==> src/rtl/fifo_wr_arbiter_if.sv <==
// rtl/fifo_wr_arbiter_if.sv - client/FIFO write-side bundle for the write-port arbiter
interface fifo_wr_arbiter_if #(
  parameter int NREQ = 4,
  parameter int DW   = 8
);
  localparam int OW = $clog2(NREQ);

  logic [NREQ-1:0]    req;
  logic [NREQ*DW-1:0] req_data;
  logic [NREQ-1:0]    req_last;
  logic               wfull;
  logic [NREQ-1:0]    gnt;
  logic               winc;
  logic [DW-1:0]      wdata;
  logic               busy;
  logic [OW-1:0]      owner;

  modport master (
    output req, req_data, req_last, wfull,
    input  gnt, winc, wdata, busy, owner
  );

  modport slave (
    input  req, req_data, req_last, wfull,
    output gnt, winc, wdata, busy, owner
  );
endinterface

==> src/rtl/fifo_wr_arbiter.sv <==
// rtl/fifo_wr_arbiter.sv - round-robin burst arbiter for the async-FIFO write port
module fifo_wr_arbiter #(
  parameter int NREQ     = 4,
  parameter int DW       = 8,
  parameter int MAXBURST = 4
) (
  input  logic               wclk,
  input  logic               wrst_n,
  fifo_wr_arbiter_if.slave   bus
);
  localparam int OW = $clog2(NREQ);
  localparam int CW = $clog2(MAXBURST) + 1;

  typedef enum logic {IDLE = 1'b0, BURST = 1'b1} state_t;

  state_t        r_state, w_state_nxt;
  logic [OW-1:0] r_owner, w_owner_nxt;
  logic [OW-1:0] r_last_owner, w_last_nxt;
  logic [CW-1:0] r_cnt, w_cnt_nxt;
  logic [OW-1:0] w_sel;
  logic          w_accept;
  logic          w_release;

  logic [NREQ-1:0] w_gnt;
  logic            w_winc;
  logic [DW-1:0]   w_wdata;

  // A beat moves only while bursting, out of reset, requested and FIFO not full
  assign w_accept  = (r_state == BURST) & wrst_n & bus.req[r_owner] & ~bus.wfull;
  assign w_release = (w_accept & (bus.req_last[r_owner] | (r_cnt == CW'(MAXBURST - 1))))
                   | ((r_state == BURST) & ~bus.req[r_owner]);

  // Round-robin pick: nearest set request after the last owner; smallest offset wins
  always_comb begin
    int idx;
    idx   = 0;
    w_sel = r_last_owner;
    for (int k = NREQ; k >= 1; k--) begin
      idx = int'(r_last_owner) + k;
      if (idx >= NREQ) idx = idx - NREQ;
      if (bus.req[idx]) w_sel = OW'(idx);
    end
  end

  // State register; reset leaves last_owner at NREQ-1 so client 0 is scanned first
  always_ff @(posedge wclk) begin
    if (!wrst_n) begin
      r_state      <= IDLE;
      r_owner      <= '0;
      r_last_owner <= OW'(NREQ - 1);
      r_cnt        <= '0;
    end else begin
      r_state      <= w_state_nxt;
      r_owner      <= w_owner_nxt;
      r_last_owner <= w_last_nxt;
      r_cnt        <= w_cnt_nxt;
    end
  end

  // Next state: grant in IDLE, count beats and release in BURST
  always_comb begin
    w_state_nxt = r_state;
    w_owner_nxt = r_owner;
    w_last_nxt  = r_last_owner;
    w_cnt_nxt   = r_cnt;
    case (r_state)
      IDLE: begin
        if (|bus.req) begin
          w_state_nxt = BURST;
          w_owner_nxt = w_sel;
          w_cnt_nxt   = '0;
        end
      end
      BURST: begin
        if (w_accept) w_cnt_nxt = r_cnt + CW'(1);
        if (w_release) begin
          w_state_nxt = IDLE;
          w_last_nxt  = r_owner;
        end
      end
      default: w_state_nxt = IDLE;
    endcase
  end

  // Outputs: strobe, enable and data are all zero unless a beat is accepted
  always_comb begin
    w_gnt   = '0;
    w_winc  = 1'b0;
    w_wdata = '0;
    if (w_accept) begin
      w_gnt[r_owner] = 1'b1;
      w_winc         = 1'b1;
      w_wdata        = bus.req_data[r_owner*DW +: DW];
    end
  end

  assign bus.gnt   = w_gnt;
  assign bus.winc  = w_winc;
  assign bus.wdata = w_wdata;
  assign bus.busy  = (r_state == BURST);
  assign bus.owner = r_owner;
endmodule

==> src/flat_wrapper.sv <==
// flat-port wrapper written by rule: the top's interface ports become plain ports
module fifo_wr_arbiter_flat 
#(
  parameter int NREQ     = 4,
  parameter int DW       = 8,
  parameter int MAXBURST = 4
)
  (wclk, wrst_n, bus_req, bus_req_data, bus_req_last, bus_wfull, bus_gnt, bus_winc, bus_wdata, bus_busy, bus_owner);
  fifo_wr_arbiter_if #(.NREQ(NREQ), .DW(DW)) bus_i ();
  input  logic wclk;
  input  logic wrst_n;
  input wire logic [$bits(bus_i.req)-1:0] bus_req;
  input wire logic [$bits(bus_i.req_data)-1:0] bus_req_data;
  input wire logic [$bits(bus_i.req_last)-1:0] bus_req_last;
  input wire logic [$bits(bus_i.wfull)-1:0] bus_wfull;
  output wire logic [$bits(bus_i.gnt)-1:0] bus_gnt;
  output wire logic [$bits(bus_i.winc)-1:0] bus_winc;
  output wire logic [$bits(bus_i.wdata)-1:0] bus_wdata;
  output wire logic [$bits(bus_i.busy)-1:0] bus_busy;
  output wire logic [$bits(bus_i.owner)-1:0] bus_owner;
  assign bus_i.req = bus_req;
  assign bus_i.req_data = bus_req_data;
  assign bus_i.req_last = bus_req_last;
  assign bus_i.wfull = bus_wfull;
  assign bus_gnt = bus_i.gnt;
  assign bus_winc = bus_i.winc;
  assign bus_wdata = bus_i.wdata;
  assign bus_busy = bus_i.busy;
  assign bus_owner = bus_i.owner;
  fifo_wr_arbiter #(.NREQ(NREQ), .DW(DW), .MAXBURST(MAXBURST)) u_core (.wclk(wclk), .wrst_n(wrst_n), .bus(bus_i));
endmodule
==> config.mk <==
export PLATFORM = sky130hd
export DESIGN_NAME = fifo_wr_arbiter_flat
export DESIGN_NICKNAME = d
export VERILOG_FILES = /design/src/rtl/fifo_wr_arbiter_if.sv /design/src/rtl/fifo_wr_arbiter.sv /design/src/flat_wrapper.sv
export SDC_FILE = /design/constraint.sdc
export NUM_CORES = 1
export LEC_CHECK = 0
export ABC_CLOCK_PERIOD_IN_PS = 1600
export BUFFER_PORTS_ARGS = -buffer_cell sky130_fd_sc_hd__buf_2
export CAP_MARGIN = 40
export CORE_MARGIN = 2
export CORE_UTILIZATION = 30
export DETAILED_ROUTE_END_ITERATION = 8
export HOLD_SLACK_MARGIN = 0.1
export PLACE_DENSITY = 0.71
export SYNTH_ARGS = -nofsm -noshare
export SYNTH_HDL_FRONTEND = slang
export SYNTH_SLANG_ARGS = --single-unit
==> constraint.sdc <==
create_clock -name wclk -period 1.6 [get_ports wclk]
set_input_delay 0.16 -clock wclk [delete_from_list [all_inputs] [get_ports wclk]]
set_output_delay 0.16 -clock wclk [all_outputs]
set_load 0.005 [all_outputs]
==> results of run 1 <==
layout make-up:
type	count	area share [%]
Multi-Input combinational cell	62	49.0
Timing Repair Buffer	69	32.1
Sequential cell	8	12.1
Inverter	6	2.24
Tap cell	31	2.89
Clock buffer	3	1.68
registers in the layout, summed over array words and instances, names as in the netlist:
register and count:
u_core.bus.busy 1, u_core.bus.owner 2, u_core.r_cnt 3, u_core.r_last_owner 2
kinds of logic (layout without fill, tap and decap cells):
family          count (synthesis)  count (layout)
simple gates                   32              32
fa+ha+maj                       2               2
flops                           8               8
buf+inv                        12              78
mux                            12              12
compound gates                 16              16
worst max-delay path by stage:
| stage | cells after the start | slack, ns | from | end |
|---|---|---|---|---|
| final | 5 | -0.19 | u_core.bus.owner[1] | bus_gnt[3] |
| after floorplan | 6 | 0.007 | u_core.bus.owner[1] | bus_wdata[0] |
| after global placement | 5 | -0.003 | u_core.r_cnt[0] | u_core.bus.busy |
| after global routing | 5 | -0.25 | u_core.bus.owner[1] | bus_gnt[3] |
| after detailed placement | 5 | -0.10 | u_core.r_cnt[0] | u_core.bus.busy |
| after CTS | 6 | -0.19 | u_core.bus.owner[0] | bus_gnt[2] |
routing by layer:
metal  GRT usage [%]  share of wire (%)
met1            16.5                 35
met2            31.1                 52
met3            5.76                 11
met4            7.48                2.0
met5               0                  0
layout by cell type (no fill, tap or decap), types with 3 or more instances in the layout:
cell type,synthesis,routed
sky130_fd_sc_hd__buf_2,3,50
sky130_fd_sc_hd__buf_6,2,10
sky130_fd_sc_hd__buf_4,0,9
sky130_fd_sc_hd__mux4_2,8,8
sky130_fd_sc_hd__and2_4,8,8
sky130_fd_sc_hd__dfxtp_1,8,6
sky130_fd_sc_hd__nand2_1,5,5
sky130_fd_sc_hd__nor2_1,5,5
sky130_fd_sc_hd__inv_1,5,5
sky130_fd_sc_hd__a21oi_1,3,3
sky130_fd_sc_hd__clkbuf_4,0,3
stage by stage:
stage	area, µm²	total power, mW
floorplan	830	0.476
global placement	1180	0.592
detailed placement	1180	0.603
CTS	1310	0.801
global route	1340	0.868
finish	1340	0.816
power breakdown:
group	internal [mW]	switching, mW	total, mW
registers	0.222	0.0274	0.249
clock network	0.0861	0.0725	0.159
logic	0.239	0.169	0.408
what timing repair did:
action | in CTS | in global routing
resized for setup | 17 | 5
endpoints found under the setup margin | 16 | 17
pin swaps | 0 | 4
setup buffers | 3 | 0
cloned | 0 | 0
worst max-delay path, stage by stage (launching register included):
cell and delay [ns]:
sky130_fd_sc_hd__dfxtp_2 0.34, sky130_fd_sc_hd__mux4_2 0.55, sky130_fd_sc_hd__nand3_4 0.14, sky130_fd_sc_hd__inv_8 0.06, sky130_fd_sc_hd__and3_4 0.17, sky130_fd_sc_hd__buf_6 0.11
==> results.md, run 1 <==
- Status: complete, but fails checks
- Violations in the final reports: setup timing
- Pre-CTS setup slack: -0.100 ns
- Number of global-route vias before repair: between 900 and 1000
- Mux contribution to synthesized area: between 20 and 30%
- Top cells by area, synth: sky130_fd_sc_hd__mux4_2 22%, sky130_fd_sc_hd__dfxtp_1 19%, sky130_fd_sc_hd__and2_4 8.5%
- R2r worst-path depth: 6
- Arrival time at the worst endpoint: 1.63 ns
- Die Span Y: 56.5 µm
- Final hold slack: roughly 0.15 ns
- CTS sink count: 8
- Worst Clk Skew: roughly 0.0044 ns
- Count of vias placed by the detailed router: between 900 and 1000
- First-pass GRT wire length: 4.20 mm
- Num ports: slightly below 60
- Xor and xnor area share after synthesis: 0%
- Critical setup path kind: reg2out
- Die outline width: around 57 µm
- Main combinational cell family by area after synthesis: multiplexers
- Post-synthesis cell count: ~80
- Site row count: 19
- Number of remaining DRC errors: 0
- Worst vdd rail ir drop: roughly 0.00031 V
- Area fraction in compound gates after synthesis: 15.7%
- First-pass iteration count of the detailed router: 4
- Total detailed-routing wirelength: 2.59 mm
- Largest fanout on the critical path: 12
- Most used standard cells in the synthesized netlist: 8 x sky130_fd_sc_hd__and2_4, 8 x sky130_fd_sc_hd__dfxtp_1, 8 x sky130_fd_sc_hd__mux4_2
- Hold buffer count at cts: 0
- Count of state elements after synthesis: 8
- TritonCTS clock tree: yes
- DIE AREA: roughly 3200 µm²
- Reg2Reg Capture Point: u_core.r_cnt[2]
- Post-Layout Cell Count: approximately 180
- Utilization after layout: about half
- Cell chosen for the clock root: sky130_fd_sc_hd__clkbuf_4
- Startpoint type of the worst setup path: register
- DR WL/cell: about 14 µm
- Largest area contributor in the netlist: sky130_fd_sc_hd__mux4_2
- Simple-gate share of the synthesized area: ~25%
- Worst hold path class: in2reg
- Final Max Tran Viols: 0
- Number of levels in the clock H-tree: 1
- Overall global routing resource usage: 16.7%
- ANT cells: 0
- PD cells: slightly above 600 nW/µm²
- Endpoint type of the worst setup path: primary output
- Fraction of the yosys area taken by sequential cells: between 10% and 20%
- Number of cells on the worst hold path: 2
- Total core area: 2690 µm²
- Fmax: roughly 560 MHz
- Count of placed standard cells including taps: 174
- Detailed router's first-iteration violation count: 40
- Number of nets in the finished design: 195
- Clock tree buffer depth: 2
- Area taken by multi-input logic gates: approximately 660 µm²
- Final period util: 112%
- Maximum number of pins on one net before global-route repair: 13
- Routability congestion estimate: ~0.8
- Area delta synth->final: 62.1%
- Max_slew headroom: between 70% and 80%
- Starting density of the core: between 30 and 40%
- Filler cells: ~250
- Maximum Capacitance Violations: 0
- Post-synth EDFFs: 0
- Aggregate global routing overflow: 0
- Clock slew at the register clock pins of the worst setup and hold paths: 0.05 ns
- Min Tclk post-route: 1.79 ns
- Unrepaired setup endpoints after global routing: yes
- LEAKAGE: around 0.63 nW
- Remaining number of nets flagged by the antenna check after routing: 0
- Vias per inst: ~5.3
- Number of distinct library cells after synthesis: 37
- Fraction of synthesis flops using an asynchronous set or reset pin: 0%
- Total of warnings raised by yosys: 0
- Post-synthesis cell area: 828 µm²
- Endpoint with the worst hold slack: u_core.r_last_owner[0]
- FF-to-FF setup slack: 0.05 ns
- Share of post-route cells with drive strength above 1: roughly 68%
- Worst hold path startpoint: wrst_n
- Net count after synthesis: 127
- Data required time of the worst path: between 1 and 1.5 ns
- Worst-Margin Slew: about 0.32 ns
- Portion of synthesized cell area occupied by the leading cell type: a little over a fifth
- Later-pin clock latency in the skew report: between 0.2 and 0.3 ns
- Flip-flop cell with the highest count after synthesis: sky130_fd_sc_hd__dfxtp_1
- Number of CTS-inserted buffers: 3
- Number of antenna violations at the first check in global routing: 0
- Port-buffer cells: 58
- Final hold violation count: 0
- Final setup violating endpoints: 13
- Area of all sequential standard cells: ~160 µm²
- Mean area per synthesized cell: 10.1 µm²
- HPWL reported at the end of detailed placement: ~2.0 mm
- Adder-cell area share of the yosys netlist: around 3.0%
- Final setup slack of the worst path: -0.189 ns
- Final TNS setup: -1.88 ns
- Worst flop-to-flop path startpoint: u_core.bus.owner[1]
(Power assumes the default switching activity.)
==> run 2: changes to the inputs <==
--- a/config.mk
+++ b/config.mk
@@ -8,7 +8,7 @@
 export ABC_CLOCK_PERIOD_IN_PS = 1600
 export BUFFER_PORTS_ARGS = -buffer_cell sky130_fd_sc_hd__buf_2
 export CAP_MARGIN = 40
-export CORE_MARGIN = 2
+export CORE_MARGIN = 5
 export CORE_UTILIZATION = 30
 export DETAILED_ROUTE_END_ITERATION = 8
 export HOLD_SLACK_MARGIN = 0.1
@@ -16,3 +16,4 @@
 export SYNTH_ARGS = -nofsm -noshare
 export SYNTH_HDL_FRONTEND = slang
 export SYNTH_SLANG_ARGS = --single-unit
+export TNS_END_PERCENT = 50
==> constraint.sdc (replaced) <==
create_clock -name wclk -period 1.6 [get_ports wclk]
set_input_delay 0.32 -clock wclk [delete_from_list [all_inputs] [get_ports wclk]]
set_output_delay 0.32 -clock wclk [all_outputs]
set_load 0.005 [all_outputs]
==> results.md, run 2 (synthesis gave the netlist of run 1 again) <==
- Arrival time at the worst endpoint: 1.57 ns (-0.06 ns)
- Share of power burned in registers: 30.2% (-0.3 points)
- Total detailed-routing wirelength: 2.92 mm (+13%)
- Later-pin clock latency in the skew report: 0.25 ns (about the same)
- Endpoint type of the worst setup path: primary output
- Worst hold path startpoint: wrst_n
- Routed length on met3: 222 µm (-22%)
- Worst Clk Skew: 0.00308 ns (-0.00132 ns)
- Largest fanout on the critical path: 6 (-6)
- Number of CTS-inserted buffers: 3 (unchanged)
- Remaining number of nets flagged by the antenna check after routing: 0 (unchanged)
- Largest register FFs: 3 (unchanged)
- Number of cells on the worst hold path: 3 (+1)
- Crit-path max cell delay: 0.54 ns (about the same)
- Startpoint type of the worst setup path: register
- Final hold violation count: 0 (unchanged)
- Top sig layer: met4
- DIE AREA: 3910 µm² (+22%)
- Clock tree buffer depth: 2 (unchanged)
- Reg2Reg Capture Point: u_core.r_cnt[2]
- Fmax: 529 MHz (-5.4%)
- Number of levels in the clock H-tree: 1 (unchanged)
- Worst vdd rail ir drop: 0.000599 V (+91%)
- Register with the highest flop count: u_core.r_cnt
- PD cells: 583 nW/µm² (-4.0%)
- Clock slew at the register clock pins of the worst setup and hold paths: 0.05 ns (about the same)
- Commonest cells after routing, fill and taps aside: 49 x sky130_fd_sc_hd__buf_2, 17 x sky130_fd_sc_hd__buf_4, 12 x sky130_fd_sc_hd__buf_6
- Total core area: 2710 µm² (+0.88%)
- Maximum Capacitance Violations: 0 (unchanged)
- DR WL/cell: 15.3 µm (+6.2%)
- Num ports: 59 (unchanged)
- Cell chosen for the clock root: sky130_fd_sc_hd__clkbuf_4
- Final setup violating endpoints: 16 (+3)
- Most common cell after layout, fill and taps aside: sky130_fd_sc_hd__buf_2
- Final TNS setup: -3.57 ns (-1.69 ns)
- Final hold slack: 0.417 ns (+0.269 ns)
- Max_slew headroom: 75.2% (-3.1 points)
- Die Span Y: 62.5 µm (+11%)
- Net switching fraction of the power: 32.3% (-0.70 points)
- Aggregate global routing overflow: 0 (unchanged)
- Area delta synth->final: 70.4%
- M1 WL: 1.00 mm (+11%)
- Hold buffer count at cts: 0 (unchanged)
- Number of nets in the finished design: 206 (+5.6%)
- Min Tclk post-route: 1.89 ns (+0.102 ns)
- Final setup slack of the worst path: -0.292 ns (-0.102 ns)
- Total Power: 0.823 mW (+0.90%)
- Final Max Tran Viols: 0 (unchanged)
- Final period util: 118% (+6.4 points)
- Routability congestion estimate: 0.916 (+11%)
- Violations in the final reports: setup timing
- Comb power frac: 51.5% (+1.5 points)
- Overall global routing resource usage: 14.5% (-2.2 points)
- Worst-Margin Slew: 0.371 ns (+0.0478 ns)
- Worst hold path class: in2reg
- Starting density of the core: 30.6% (-0.27 points)
- Share of post-route cells with drive strength above 1: 72.3% (+4.1 points)
- FF-to-FF setup slack: -0.03 ns (-0.08 ns)
- Number of antenna violations at the first check in global routing: 0 (unchanged)
- HPWL reported at the end of detailed placement: 2.38 mm (+19%)
- First-pass iteration count of the detailed router: 4 (unchanged)
- Clock group share of total power: 18.3% (-1.1 points)
- Pre-CTS setup slack: -0.144 ns (-0.0443 ns)
- Utilization after layout: 52.1% (+2.1 points)
- TritonCTS clock tree: yes
- CTS sink count: 8 (unchanged)
- Site row count: 19 (unchanged)
- Length of routed met2 wiring: 1.65 mm (+23%)
- Endpoint with the worst hold slack: u_core.r_cnt[2]
- Data required time of the worst path: 1.28 ns (-0.16 ns)
- Unrepaired setup endpoints after global routing: yes
- Vias per inst: 5.14 (-2.9%)
- Number of remaining DRC errors: 0 (unchanged)
- LEAKAGE: 0.679 nW (+8.3%)
- Cell with the largest stage delay on the worst path: sky130_fd_sc_hd__mux4_2
- Detailed router's first-iteration violation count: 22 (-45%)
- Critical setup path kind: reg2out
- First-pass GRT wire length: 4.67 mm (+11%)
- P_int: 0.557 mW (+2.0%)
- ANT cells: 0 (unchanged)
- R2r worst-path depth: 7 (+1)
- Maximum number of pins on one net before global-route repair: 12 (-1)
- Worst flop-to-flop path startpoint: u_core.bus.owner[1]
- Count of vias placed by the detailed router: 976 (+3.1%)
- Die outline width: 62.5 µm (+11%)
- Psw: 0.266 mW (-1.2%)
- Status: complete, but fails checks
- Number of global-route vias before repair: 1013 (+5.5%)
- Port-buffer cells: 58 (unchanged)
- Cell Chain, Critical Path: mux4_2 -> nand3_4 -> inv_6 -> and3_4 -> buf_6
[run 2: how the worst max path moves through the flow]
stage	start	endpoint	slack [ns]	cells past startpoint
5_1_grt	u_core.bus.owner[1]	bus_gnt[3]	-0.34	5
3_5_place_dp	bus_req[3]	bus_gnt[3]	-0.14	6
3_3_place_gp	bus_req[3]	bus_gnt[3]	-0.13	6
6_report	u_core.bus.owner[1]	bus_gnt[3]	-0.29	5
4_1_cts	u_core.bus.owner[1]	bus_gnt[3]	-0.31	5
2_1_floorplan	u_core.bus.owner[1]	bus_wdata[0]	-0.15	6
[run 2: timing repair]
action | in CTS | in global routing
cloned | 1 | 0
endpoints found under the setup margin | 16 | 18
gates resized for setup | 21 | 5
pin swaps | 3 | 1
setup buffers | 2 | 0
hold endpoints to repair | 0 | 0
[run 2: final cells by class]
class                   instances  area (µm²)
clock buffers                   3        22.5
fillers                       255        1300
repair buffers                 79         523
flip-flops and latches          8         165
well taps                      31        38.8
inverters                       6        27.5
multi-input cells              62         628
repair inverters                1        6.26
[run 2: per-layer routing]
layer	global-route usage [%]	vias to the layer above
met5	0	-
met4	5.31	0
met3	3.96	6
met2	27.5	50
met1	15.0	454
li1	-	466
[run 2: power groups by stage]
stage               sequential, mW  combinational (mW)  clock [mW]
floorplan                    0.239               0.237           0
global placement             0.247               0.377           0
detailed placement           0.248               0.389           0
global route                 0.251               0.459       0.169
CTS                          0.247               0.417       0.158
finish                       0.249               0.424       0.151
[run 2: critical path, delay by kind of cell, from the launching register on]
family | cells | cell delay, ns
and+or+nand+nor | 2 | 0.29
muxes | 1 | 0.54
buffers and inverters | 2 | 0.17
DFF | 1 | 0.33
[run 2: metrics by stage]
| step | area (µm²) | std cells |
|---|---|---|
| floorplan | 830 | 82 |
| global placement | 1260 | 184 |
| detailed placement | 1260 | 184 |
| CTS | 1390 | 190 |
| global route | 1410 | 190 |
| finish | 1410 | 190 |
==> run 3: changes to the inputs <==
==> constraint.sdc (replaced) <==
create_clock -name wclk -period 1.6 [get_ports wclk]
set_input_delay 0.24 -clock wclk [delete_from_list [all_inputs] [get_ports wclk]]
set_output_delay 0.24 -clock wclk [all_outputs]
set_load 0.005 [all_outputs]
==> results.md, run 3 (synthesis gave the netlist of run 1 again) <==
- Data required time of the worst path: 1.36 ns (+0.08 ns)
- Total detailed-routing wirelength: 2.96 mm (+1.4%)
- Commonest cells after routing, fill and taps aside: 49 x sky130_fd_sc_hd__buf_2, 17 x sky130_fd_sc_hd__buf_4, 13 x sky130_fd_sc_hd__buf_6
- Crit-path max cell delay: 0.54 ns (about the same)
- Number of levels in the clock H-tree: 1 (unchanged)
- Worst hold path class: in2reg
- Later-pin clock latency in the skew report: 0.27 ns (+0.02 ns)
- DR WL/cell: 15.6 µm (+1.4%)
- Startpoint type of the worst setup path: register
- Final instance area: 1450 µm² (+2.7%)
- LEAKAGE: 0.690 nW (+1.6%)
- Max_slew headroom: 79.2% (+4.0 points)
- Violations in the final reports: setup timing
- Final TNS setup: -3.24 ns (+0.330 ns)
- Num ports: 59 (unchanged)
- Total core area: 2710 µm² (unchanged)
- Number of global-route vias before repair: 1052 (+3.8%)
- Worst-Margin Slew: 0.312 ns (-0.0593 ns)
- HPWL reported at the end of detailed placement: 2.30 mm (-3.2%)
- First-pass iteration count of the detailed router: 3 (-1)
- Die outline width: 62.5 µm (unchanged)
- DIE AREA: 3910 µm² (unchanged)
- Number of remaining DRC errors: 0 (unchanged)
- Final period util: 116% (-1.7 points)
- Critical setup path kind: reg2out
- ANT cells: 0 (unchanged)
- Top sig layer: met4
- Die Span Y: 62.5 µm (unchanged)
- First-pass GRT wire length: 4.55 mm (-2.5%)
- Min Tclk post-route: 1.86 ns (-0.0279 ns)
- Register with the highest flop count: u_core.r_cnt
- Aggregate global routing overflow: 0 (unchanged)
- CTS sink count: 8 (unchanged)
- Pre-CTS setup slack: -0.126 ns (+0.0183 ns)
- Final setup violating endpoints: 15 (-1)
- Final Max Tran Viols: 0 (unchanged)
- Overall global routing resource usage: 14.3% (-0.24 points)
- Starting density of the core: 30.6% (unchanged)
- Unrepaired setup endpoints after global routing: yes
- Cell Chain, Critical Path: mux4_2 -> nand3_4 -> inv_8 -> and3_4 -> buf_6
- TritonCTS clock tree: yes
- Fmax: 537 MHz (+1.5%)
- Final hold slack: 0.302 ns (-0.115 ns)
- Number of antenna violations at the first check in global routing: 0 (unchanged)
- Final setup slack of the worst path: -0.264 ns (+0.0279 ns)
- Length of routed met2 wiring: 1.65 mm (+0.30%)
- Largest register FFs: 3 (unchanged)
- Maximum number of pins on one net before global-route repair: 17 (+5)
- Number of CTS-inserted buffers: 3 (unchanged)
- Cell with the largest stage delay on the worst path: sky130_fd_sc_hd__mux4_2
- Clock tree buffer depth: 2 (unchanged)
- Vias per inst: 5.09 (-0.82%)
- Clock slew at the register clock pins of the worst setup and hold paths: 0.06 ns (about the same)
- Cell chosen for the clock root: sky130_fd_sc_hd__clkbuf_4
- Count of vias placed by the detailed router: 968 (-0.82%)
- Site row count: 19 (unchanged)
- Maximum Capacitance Violations: 0 (unchanged)
- Final hold violation count: 0 (unchanged)
- Worst Clk Skew: 0.00203 ns (-0.00104 ns)
- Largest fanout on the critical path: 6 (unchanged)
- Number of nets in the finished design: 206 (unchanged)
- Worst vdd rail ir drop: 0.000524 V (-12%)
- Endpoint type of the worst setup path: primary output
- Routed length on met3: 179 µm (-19%)
- FF-to-FF setup slack: -0.09 ns (-0.06 ns)
- Instance area after placement: 1250 µm² (-0.60%)
- Routability congestion estimate: 0.817 (-11%)
- Arrival time at the worst endpoint: 1.62 ns (+0.05 ns)
- Remaining number of nets flagged by the antenna check after routing: 0 (unchanged)
- Status: complete, but fails checks
- Share of post-route cells with drive strength above 1: 74.2% (+1.9 points)
- Detailed router's first-iteration violation count: 27 (+23%)
- Most common cell after layout, fill and taps aside: sky130_fd_sc_hd__buf_2
- Area delta synth->final: 74.9%
- M1 WL: 1.08 mm (+7.6%)
- PD cells: 595 nW/µm² (+2.0%)
- Port-buffer cells: 58 (unchanged)
## run 3: area by class of cell
type	instances	area [µm²]
timing repair buffer	79	519
tap	31	38.8
sequential	8	165
timing repair inverter	1	6.26
fill	251	1260
multi-input combinational	62	667
inverter	6	30.0
clock buffer	3	22.5
## run 3: final timing paths
kind                       startpoint                endpoint  cells after the start
setup / recovery  u_core.bus.owner[1]              bus_gnt[3]                      5
hold / removal                 wrst_n  u_core.r_last_owner[0]                      3
setup reg to reg  u_core.bus.owner[1]         u_core.r_cnt[2]                      7
hold reg to reg       u_core.r_cnt[1]         u_core.r_cnt[1]                      2
## run 3: timing repair
item                                    CTS  global route
cloned                                    1             0
pin swaps                                 3             2
hold buffers                              0             0
endpoints found under the setup margin   16            18
buffers inserted                          2             1
resized for setup                        21             8
## run 3: per-layer routing
metal / vias up / track usage [%]
met5: - / 0
met4: 0 / 7.43
met3: 5 / 2.52
met2: 36 / 27.3
met1: 460 / 14.4
li1: 467 / -
## run 3: power by group
part	leakage (nW)	total (mW)	internal, mW	switching (mW)
clock network	0.0138	0.165	0.0865	0.0788
registers	0.0667	0.251	0.222	0.0288
logic	0.610	0.446	0.263	0.183
## run 3: through the flow
stage / total power, mW / utilization [%] / instances
finish: 0.862 / 53.5 / 190
global route: 0.909 / 53.5 / 190
CTS: 0.843 / 51.7 / 189
detailed placement: 0.631 / 46.2 / 183
global placement: 0.618 / 46.2 / 183
floorplan: 0.476 / - / 82
## run 3: worst max-delay path, delay by kind of cell, from the launching register on
family                 cells  cell delay [ns]
buffers and inverters      2             0.16
and+or+nand+nor            2             0.32
muxes                      1             0.54
DFF                        1             0.34
